## src/rtl/rt_ibex_window_pkg.sv

```systemverilog
// Shared types and sizing helpers for the register-window sequencer.
package rt_ibex_window_pkg;

    typedef enum logic [2:0] {
        IDLE   = 3'd0,
        E_INC  = 3'd1,
        E_SAVE = 3'd2,
        E_OVF  = 3'd3,
        X_RST  = 3'd4,
        X_DEC  = 3'd5,
        X_OVF  = 3'd6,
        X_ERR  = 3'd7
    } window_ctrl_state_e;

    // Bits needed to hold values 0..max_val (never less than one bit).
    function automatic int unsigned cnt_width(input int unsigned max_val);
        return (max_val < 1) ? 1 : $clog2(max_val + 1);
    endfunction

    localparam int unsigned NumRegisterWindowsDefault = 4;
    localparam int unsigned MaxOverflowDefault        = 15;
    localparam int unsigned DepthWidth    = cnt_width(NumRegisterWindowsDefault - 1);
    localparam int unsigned OverflowWidth = cnt_width(MaxOverflowDefault);

endpackage

```

## src/rtl/rt_ibex_sat_counter.sv

```systemverilog
// Up/down counter that holds at Max on increment and at zero on decrement.
module rt_ibex_sat_counter
    import rt_ibex_window_pkg::*;
#(
    parameter int unsigned Width = OverflowWidth,
    parameter int unsigned Max   = MaxOverflowDefault
) (
    input  logic             clk_i,
    input  logic             rst_ni,
    input  logic             inc_i,
    input  logic             dec_i,
    output logic [Width-1:0] cnt_o,
    output logic             sat_o,
    output logic             zero_o
);

    localparam logic [Width-1:0] MaxVal = Width'(Max);

    logic [Width-1:0] cnt_reg;
    logic [Width-1:0] cnt_next;

    assign sat_o  = (cnt_reg == MaxVal);
    assign zero_o = (cnt_reg == '0);
    assign cnt_o  = cnt_reg;

    always_comb begin
        cnt_next = cnt_reg;
        if (inc_i && !dec_i && !sat_o) begin
            cnt_next = cnt_reg + Width'(1);
        end else if (dec_i && !inc_i && !zero_o) begin
            cnt_next = cnt_reg - Width'(1);
        end
    end

    always_ff @(posedge clk_i or negedge rst_ni) begin
        if (!rst_ni) begin
            cnt_reg <= '0;
        end else begin
            cnt_reg <= cnt_next;
        end
    end

endmodule

```

## src/rtl/rt_ibex_window_ctrl.sv

```systemverilog
// Sequences interrupt entry / mret exit into register-window strobes, with software-stack fallback.
// Optional build macro RT_IBEX_WINDOW_CHECK_EN: cross-checks window_full_i against the internal depth.
module rt_ibex_window_ctrl
    import rt_ibex_window_pkg::*;
#(
    parameter int unsigned NumRegisterWindows = 4,
    parameter int unsigned MaxOverflow        = 15,
    parameter int unsigned DataWidth          = 32
) (
    input  logic                                  clk_i,
    input  logic                                  rst_ni,
    input  logic                                  entry_req_i,
    output logic                                  entry_gnt_o,
    output logic                                  entry_windowed_o,
    input  logic                                  exit_req_i,
    output logic                                  exit_gnt_o,
    output logic                                  exit_windowed_o,
    input  logic                                  window_full_i,
    input  logic [DataWidth-1:0]                  mcause_win_i,
    input  logic [DataWidth-1:0]                  mepc_win_i,
    output logic                                  increment_ptr_o,
    output logic                                  decrement_ptr_o,
    output logic                                  save_csr_o,
    output logic                                  csr_restore_o,
    output logic [DataWidth-1:0]                  mcause_restore_o,
    output logic [DataWidth-1:0]                  mepc_restore_o,
    output logic [$clog2(NumRegisterWindows)-1:0] depth_o,
    output logic [$clog2(MaxOverflow+1)-1:0]      overflow_cnt_o,
    output logic                                  err_o
);

    localparam int unsigned DepthW = $clog2(NumRegisterWindows);
    localparam int unsigned OvfW   = $clog2(MaxOverflow + 1);

    window_ctrl_state_e state_reg, state_next;

    logic                 err_reg, err_next;
    logic [DataWidth-1:0] mcause_reg, mepc_reg;
    logic                 capture;
    logic                 depth_inc, depth_dec, depth_sat, depth_zero;
    logic                 ovf_inc, ovf_dec, ovf_sat, ovf_zero;
    logic                 last_window;
    logic                 full_mismatch;

    rt_ibex_sat_counter #(
        .Width (DepthW),
        .Max   (NumRegisterWindows - 1)
    ) u_depth_cnt (
        .clk_i  (clk_i),
        .rst_ni (rst_ni),
        .inc_i  (depth_inc),
        .dec_i  (depth_dec),
        .cnt_o  (depth_o),
        .sat_o  (depth_sat),
        .zero_o (depth_zero)
    );

    rt_ibex_sat_counter #(
        .Width (OvfW),
        .Max   (MaxOverflow)
    ) u_ovf_cnt (
        .clk_i  (clk_i),
        .rst_ni (rst_ni),
        .inc_i  (ovf_inc),
        .dec_i  (ovf_dec),
        .cnt_o  (overflow_cnt_o),
        .sat_o  (ovf_sat),
        .zero_o (ovf_zero)
    );

`ifdef RT_IBEX_WINDOW_CHECK_EN
    // Trust our own depth; a disagreeing register file is flagged while idle.
    assign last_window   = depth_sat;
    assign full_mismatch = (state_reg == IDLE) && (window_full_i != depth_sat);
`else
    logic unused_depth_sat;
    assign unused_depth_sat = depth_sat;
    assign last_window      = window_full_i;
    assign full_mismatch    = 1'b0;
`endif

    always_comb begin
        state_next       = state_reg;
        capture          = 1'b0;
        entry_gnt_o      = 1'b0;
        entry_windowed_o = 1'b0;
        exit_gnt_o       = 1'b0;
        exit_windowed_o  = 1'b0;
        increment_ptr_o  = 1'b0;
        decrement_ptr_o  = 1'b0;
        save_csr_o       = 1'b0;
        csr_restore_o    = 1'b0;
        depth_inc        = 1'b0;
        depth_dec        = 1'b0;
        ovf_inc          = 1'b0;
        ovf_dec          = 1'b0;
        err_next         = err_reg | full_mismatch;

        case (state_reg)
            IDLE: begin
                if (entry_req_i) begin
                    state_next = (ovf_zero && !last_window) ? E_INC : E_OVF;
                end else if (exit_req_i) begin
                    if (!ovf_zero) begin
                        state_next = X_OVF;
                    end else if (!depth_zero) begin
                        state_next = X_RST;
                        capture    = 1'b1;
                    end else begin
                        state_next = X_ERR;
                    end
                end
            end
            E_INC: begin
                increment_ptr_o = 1'b1;
                state_next      = E_SAVE;
            end
            // Saving after the increment lands mcause/mepc in the new window's slot.
            E_SAVE: begin
                save_csr_o       = 1'b1;
                entry_gnt_o      = 1'b1;
                entry_windowed_o = 1'b1;
                depth_inc        = 1'b1;
                state_next       = IDLE;
            end
            E_OVF: begin
                entry_gnt_o = 1'b1;
                ovf_inc     = 1'b1;
                err_next    = err_next | ovf_sat;
                state_next  = IDLE;
            end
            X_RST: begin
                csr_restore_o = 1'b1;
                state_next    = X_DEC;
            end
            X_DEC: begin
                decrement_ptr_o = 1'b1;
                exit_gnt_o      = 1'b1;
                exit_windowed_o = 1'b1;
                depth_dec       = 1'b1;
                state_next      = IDLE;
            end
            X_OVF: begin
                exit_gnt_o = 1'b1;
                ovf_dec    = 1'b1;
                state_next = IDLE;
            end
            X_ERR: begin
                exit_gnt_o = 1'b1;
                err_next   = 1'b1;
                state_next = IDLE;
            end
            default: state_next = IDLE;
        endcase

        err_o = err_reg | (state_reg == X_ERR);
    end

    always_ff @(posedge clk_i or negedge rst_ni) begin
        if (!rst_ni) begin
            state_reg  <= IDLE;
            err_reg    <= 1'b0;
            mcause_reg <= '0;
            mepc_reg   <= '0;
        end else begin
            state_reg <= state_next;
            err_reg   <= err_next;
            if (capture) begin
                mcause_reg <= mcause_win_i;
                mepc_reg   <= mepc_win_i;
            end
        end
    end

    assign mcause_restore_o = mcause_reg;
    assign mepc_restore_o   = mepc_reg;

endmodule

```

## config.mk

```make
export PLATFORM = sky130hd
export DESIGN_NAME = rt_ibex_window_ctrl
export DESIGN_NICKNAME = d
export VERILOG_FILES = /design/src/rtl/rt_ibex_window_pkg.sv /design/src/rtl/rt_ibex_sat_counter.sv /design/src/rtl/rt_ibex_window_ctrl.sv
export SDC_FILE = /design/constraint.sdc
export NUM_CORES = 1
export LEC_CHECK = 0
export CORE_MARGIN = 5
export CORE_UTILIZATION = 44
export DETAILED_ROUTE_END_ITERATION = 16
export PLACE_DENSITY = 0.94
export SLEW_MARGIN = 20
export SYNTH_ARGS = -nofsm -noshare
export SYNTH_HDL_FRONTEND = slang
export SYNTH_HIERARCHICAL = 1
export SYNTH_SLANG_ARGS = --single-unit
```

## constraint.sdc

```tcl
create_clock -name clk_i -period 3.75 [get_ports clk_i]
set_input_delay 0.5625 -clock clk_i [delete_from_list [all_inputs] [get_ports clk_i]]
set_output_delay 0.5625 -clock clk_i [all_outputs]
set_load 0.05 [all_outputs]
```

# Word-level counts from Yosys, hierarchy flattened
# Cells that the tools add are included.
dict set report op_classes {
  addsub 4
  eq_ne 10
  muxes 24
  bitwise_logic 2
  reduce_logical 27
}
# op n
set ops {}
lappend ops {{$mux 1} 13}
lappend ops {{$eq 3x3->1 const B} 4}
lappend ops {{$pmux 3 s4} 1}
lappend ops {{$mux 2} 5}
lappend ops {{$logic_and 1x1->1} 9}
lappend ops {{$logic_not 1->1} 9}
lappend ops {{$mux 4} 2}
lappend ops {{$eq 3x2->1 const B} 2}
lappend ops {{$mux 3} 2}
lappend ops {{$reduce_bool 2->1} 3}
lappend ops {{$reduce_or 5->1} 1}
lappend ops {{$add 4x1->4 const B} 1}
lappend ops {{$eq 4x4->1 const B} 1}
lappend ops {{$logic_not 4->1} 1}
lappend ops {{$sub 4x1->4 const B} 1}
lappend ops {{$eq 3x1->1 const B} 1}
lappend ops {{$logic_not 3->1} 1}
lappend ops {{$ne 3x3->1 const B} 1}
lappend ops {{$reduce_or 3->1} 1}
lappend ops {{$add 2x1->2 const B} 1}
lappend ops {{$eq 2x2->1 const B} 1}
lappend ops {{$logic_not 2->1} 1}
lappend ops {{$or 1x1->1} 2}
lappend ops {{$pmux 1 s2} 1}
lappend ops {{other kinds (2)} 2}
dict set report totals {
  regBits 74
}

# Depth between registers and ports, before layout
dict set report logic_depth {
  ltp_word 7
  mapped_depth 9
  ltp_nobuf 8
}

# Cells and area by module
# The synthesis kept the hierarchy.
# module n_inst cells_each area_each_um2 seq_area_each_um2
set by_module_without_submodules {}
lappend by_module_without_submodules {rt_ibex_window_ctrl 1 167 2675.1 1701.6}
lappend by_module_without_submodules {{rt_ibex_sat_counter (u_ovf_cnt)} 1 20 267.8 100.1}
lappend by_module_without_submodules {{rt_ibex_sat_counter (u_depth_cnt)} 1 14 125.1 50.0}

# Least setup slack after synthesis
# Ideal clock, no wire load.
dict set report synth_timing {
  path_kind {flip-flop to flip-flop}
  startpoint {reg state_reg[1]}
  endpoint {reg u_ovf_cnt.cnt_reg[3], in the netlist u_ovf_cnt/cnt_o[3]}
  setup_time_ns 0.082
  arrival_ns 3.008
  required_ns 3.668
  slack_ns 0.660
  path_stages_with_launch 10
  cell_sequence {dfrtp_1 -> clkbuf_1 -> nor2b_1 -> and2_1 -> or3b_4 -> ha_1 -> a21o_2 -> a21oi_1 -> mux2i_1 -> xor2_1}
}
dict set report synth_between {
  elab_chain_len 6
  word_cells_on_any_way 12
  classes_between {eq/ne (2); mux (3); reduce/logical (7)}
}
# element line_no
set synth_lines {}
lappend synth_lines {{from (decl)} rt_ibex_window_ctrl.sv:35} ;# window_ctrl_state_e state_reg, state_next;
lappend synth_lines {{from (signal assigned)} rt_ibex_window_ctrl.sv:166} ;# state_reg <= state_next;
lappend synth_lines {{$eq 3x2->1 *} rt_ibex_window_ctrl.sv:99} ;# case (state_reg)
lappend synth_lines {{$mux 1 *} rt_ibex_window_ctrl.sv:99}
lappend synth_lines {{named net ovf_inc} rt_ibex_window_ctrl.sv:41} ;# logic ovf_inc, ovf_dec, ovf_sat, ovf_zero;
lappend synth_lines {{$logic_not 1->1} rt_ibex_sat_counter.sv:30} ;# end else if (dec_i && !inc_i && !zero_o) begin
lappend synth_lines {{$logic_and 1x1->1 (2 in series)} rt_ibex_sat_counter.sv:30}
lappend synth_lines {{$reduce_bool 2->1 (no line)} -}
lappend synth_lines {{to (signal assigned)} rt_ibex_sat_counter.sv:39} ;# cnt_reg <= cnt_next;
lappend synth_lines {{to (decl)} rt_ibex_sat_counter.sv:19} ;# logic [Width-1:0] cnt_reg;
# Mark *: on every way through the listed nets, which the timed path passes. The rest lies on a longest branch.
# A chain may end at the register's enable or synchronous reset.

# Final worst setup path
dict set report layout_timing {
  startpoint {reg state_reg[0]}
  endpoint {out exit_windowed_o}
}
dict set report layout_between {
  elab_chain_len 2
}
# element line_no
set layout_lines {}
lappend layout_lines {{$eq 3x3->1} rt_ibex_window_ctrl.sv:99}
lappend layout_lines {{$mux 1} rt_ibex_window_ctrl.sv:99}
lappend layout_lines {{to (decl)} rt_ibex_window_ctrl.sv:17} ;# output logic exit_windowed_o,
# No other way between the ends.

==> results.cfg <==
[status]
status = finished, final reports clean

[routing]
drt_iter0_markers = 24
vias_per_cell = 4.746
drcViolationCount = 0
routedWlPerCell_um = 16.25
antenna_left = 0
dr.pass1.iters = 4
drt-total-wl_mm = 7.295
num_vias = 2131

[clock_network]
path_clk_slew_ps = 80
post-cts-setup-buffers = 0
cts_tree = done
clkSinkCount = 74
cts_buffers = 9
clock-root-buffer = clkbuf_8
clk_latency_ps = 330
h-tree-depth = 3
cts_resized = 0
ctsHoldBuffers = 0
clockBufferDepth = 2

[cells_and_area]
layout.nets = 421
area_growth_pct = 56.87
antenna_cells = 0
final_area_um2 = 4801
drive_gt1_share_pct = 24.65
final_cells = 449

[hold_path]
hold_class = in2async

[timing]
max_freq_mhz = 334.2
post-route-period-util_pct = 79.79
finalSetupTns_ps = 0
maxSlewViolCount = 0
finalSetupViolCount = 0
max_slew_margin_pct = 39.63
hold_violations = 0
finalCriticalPeriod_ps = 2992
finalClockSkew_ps = 8.237
rsz0062_at_grt = false
setup_ws_ps = 757.9
whs_ps = 343.2
worst_slew_pin_slew_ps = 905.6

[grt]
grt_util_all_layers_pct = 16.75
grt_pass1_wl_mm = 11.50
antenna_found_initial = 0
grt_pass1_vias = 2336
grt_max_degree = 75
overflow = 0

[synthesis]
synth_fp_nets = 272
syn_inst = 200
syn_area_per_cell_um2 = 15.30
synthesis.area_um2 = 3060
yosys_warnings = 6

[setup_path]
crit_path_cell_trace = inv_1 -> nor3b_1 -> clkdlybuf4s50_1
cp_slowest_stage_delay_ps = 920
start_kind = flop
crit_fanout = 9
worst_setup_path_end_kind = output port
critPathKind = reg2out
crit_required_ps = 3190
slowest_stage = clkdlybuf4s50_1
cp.arrival_ps = 2430

[placed_design]
port_buffers = 147
gp_congestion = 0.7252
placed_area_um2 = 4569
hpwl_mm = 5.523
dp.cells = 434
post-place-ws_ps = 971.3

[pwr]
powerDensity_nw_per_um2 = 1046
p_leak_nw = 2.094
ir_drop_mv = 0.5551

[floorplan]
start_util_pct = 45.05
fp.dieW_um = 93.40
die_area_um2 = 8724
die_y_um = 93.40
core_um2 = 6794
io_pins = 148
rows = 30

[run]
cap_violations = 0
-- report_power, final --
| group | switching, mW | leakage, nW | total [mW] | internal [mW] |
|---|---|---|---|---|
| logic | 1.82 | 1.02 | 2.88 | 1.06 |
| registers | 0.254 | 0.962 | 1.42 | 1.17 |
| clock network | 0.277 | 0.116 | 0.716 | 0.439 |
-- per-layer routing --
metal	GRT usage, %	share of wire [%]	vias to the layer above
met2	28.05	49	96
li1	-	-	1002
met4	5.861	1.5	0
met3	6.516	11	10
met1	19.54	39	1023
met5	0	0	-
-- final cells by class --
cell class                      count  area, um^2
Timing Repair Buffer              149        1484
Multi-Input combinational cell    113        1106
Clock inverter                      5       103.9
Sequential cell                    74        1852
Tap cell                           96       120.1
Clock buffer                       10       127.6
Inverter                            2       7.507
Fill cell                         493        1993
-- final timing paths --
path | cells after the start | to | slack (ps) | start
setup / recovery | 3 | exit_windowed_o | 760 | state_reg[0]$_DFFE_PN0P_
max in group asynchronous | 1 | mcause_restore_o[7]$_DFFE_PN0P_ | 2790 | rst_ni
min in group clk_i | 1 | mcause_restore_o[17]$_DFFE_PN0P_ | 490 | mcause_restore_o[17]$_DFFE_PN0P_
hold reg to reg | 1 | mcause_restore_o[17]$_DFFE_PN0P_ | 490 | mcause_restore_o[17]$_DFFE_PN0P_
setup reg to reg | 8 | u_ovf_cnt/cnt_o[3]$_DFFE_PN0P_ | 1200 | state_reg[1]$_DFFE_PN0P_
hold / removal | 1 | mcause_restore_o[20]$_DFFE_PN0P_ | 340 | rst_ni
-- layout by cell type (no fill, tap or decap), types with 2 or more instances in the layout --
cell	count
ha_1	2
buf_4	3
xor2_1	3
a21oi_1	3
mux2_2	60
nor3_1	3
nor3b_1	2
inv_1	2
clkbuf_8	9
and2_1	2
nor2_1	5
clkdlybuf4s50_1	146
nand2_1	2
bufinv_16	3
mux2i_1	2
nor2b_1	2
nand2b_1	2
mux2_1	6
dfrtp_1	74
-- per-stage QoR --
step                      util, %  total power, mW
after detailed placement    67.26            4.348
after global routing        70.66            5.250
after CTS                   70.66            5.076
final                       70.66            5.021
after global placement      67.26            4.267
after floorplan                 -            3.327
-- worst max-delay path: cells and delay by family, from the launching register on --
family	cells	cell delay [ps]
buf+inv	2	1080
simple gates	1	510
flops	1	510
No activity file was read; power rests on OpenSTA's default activity.
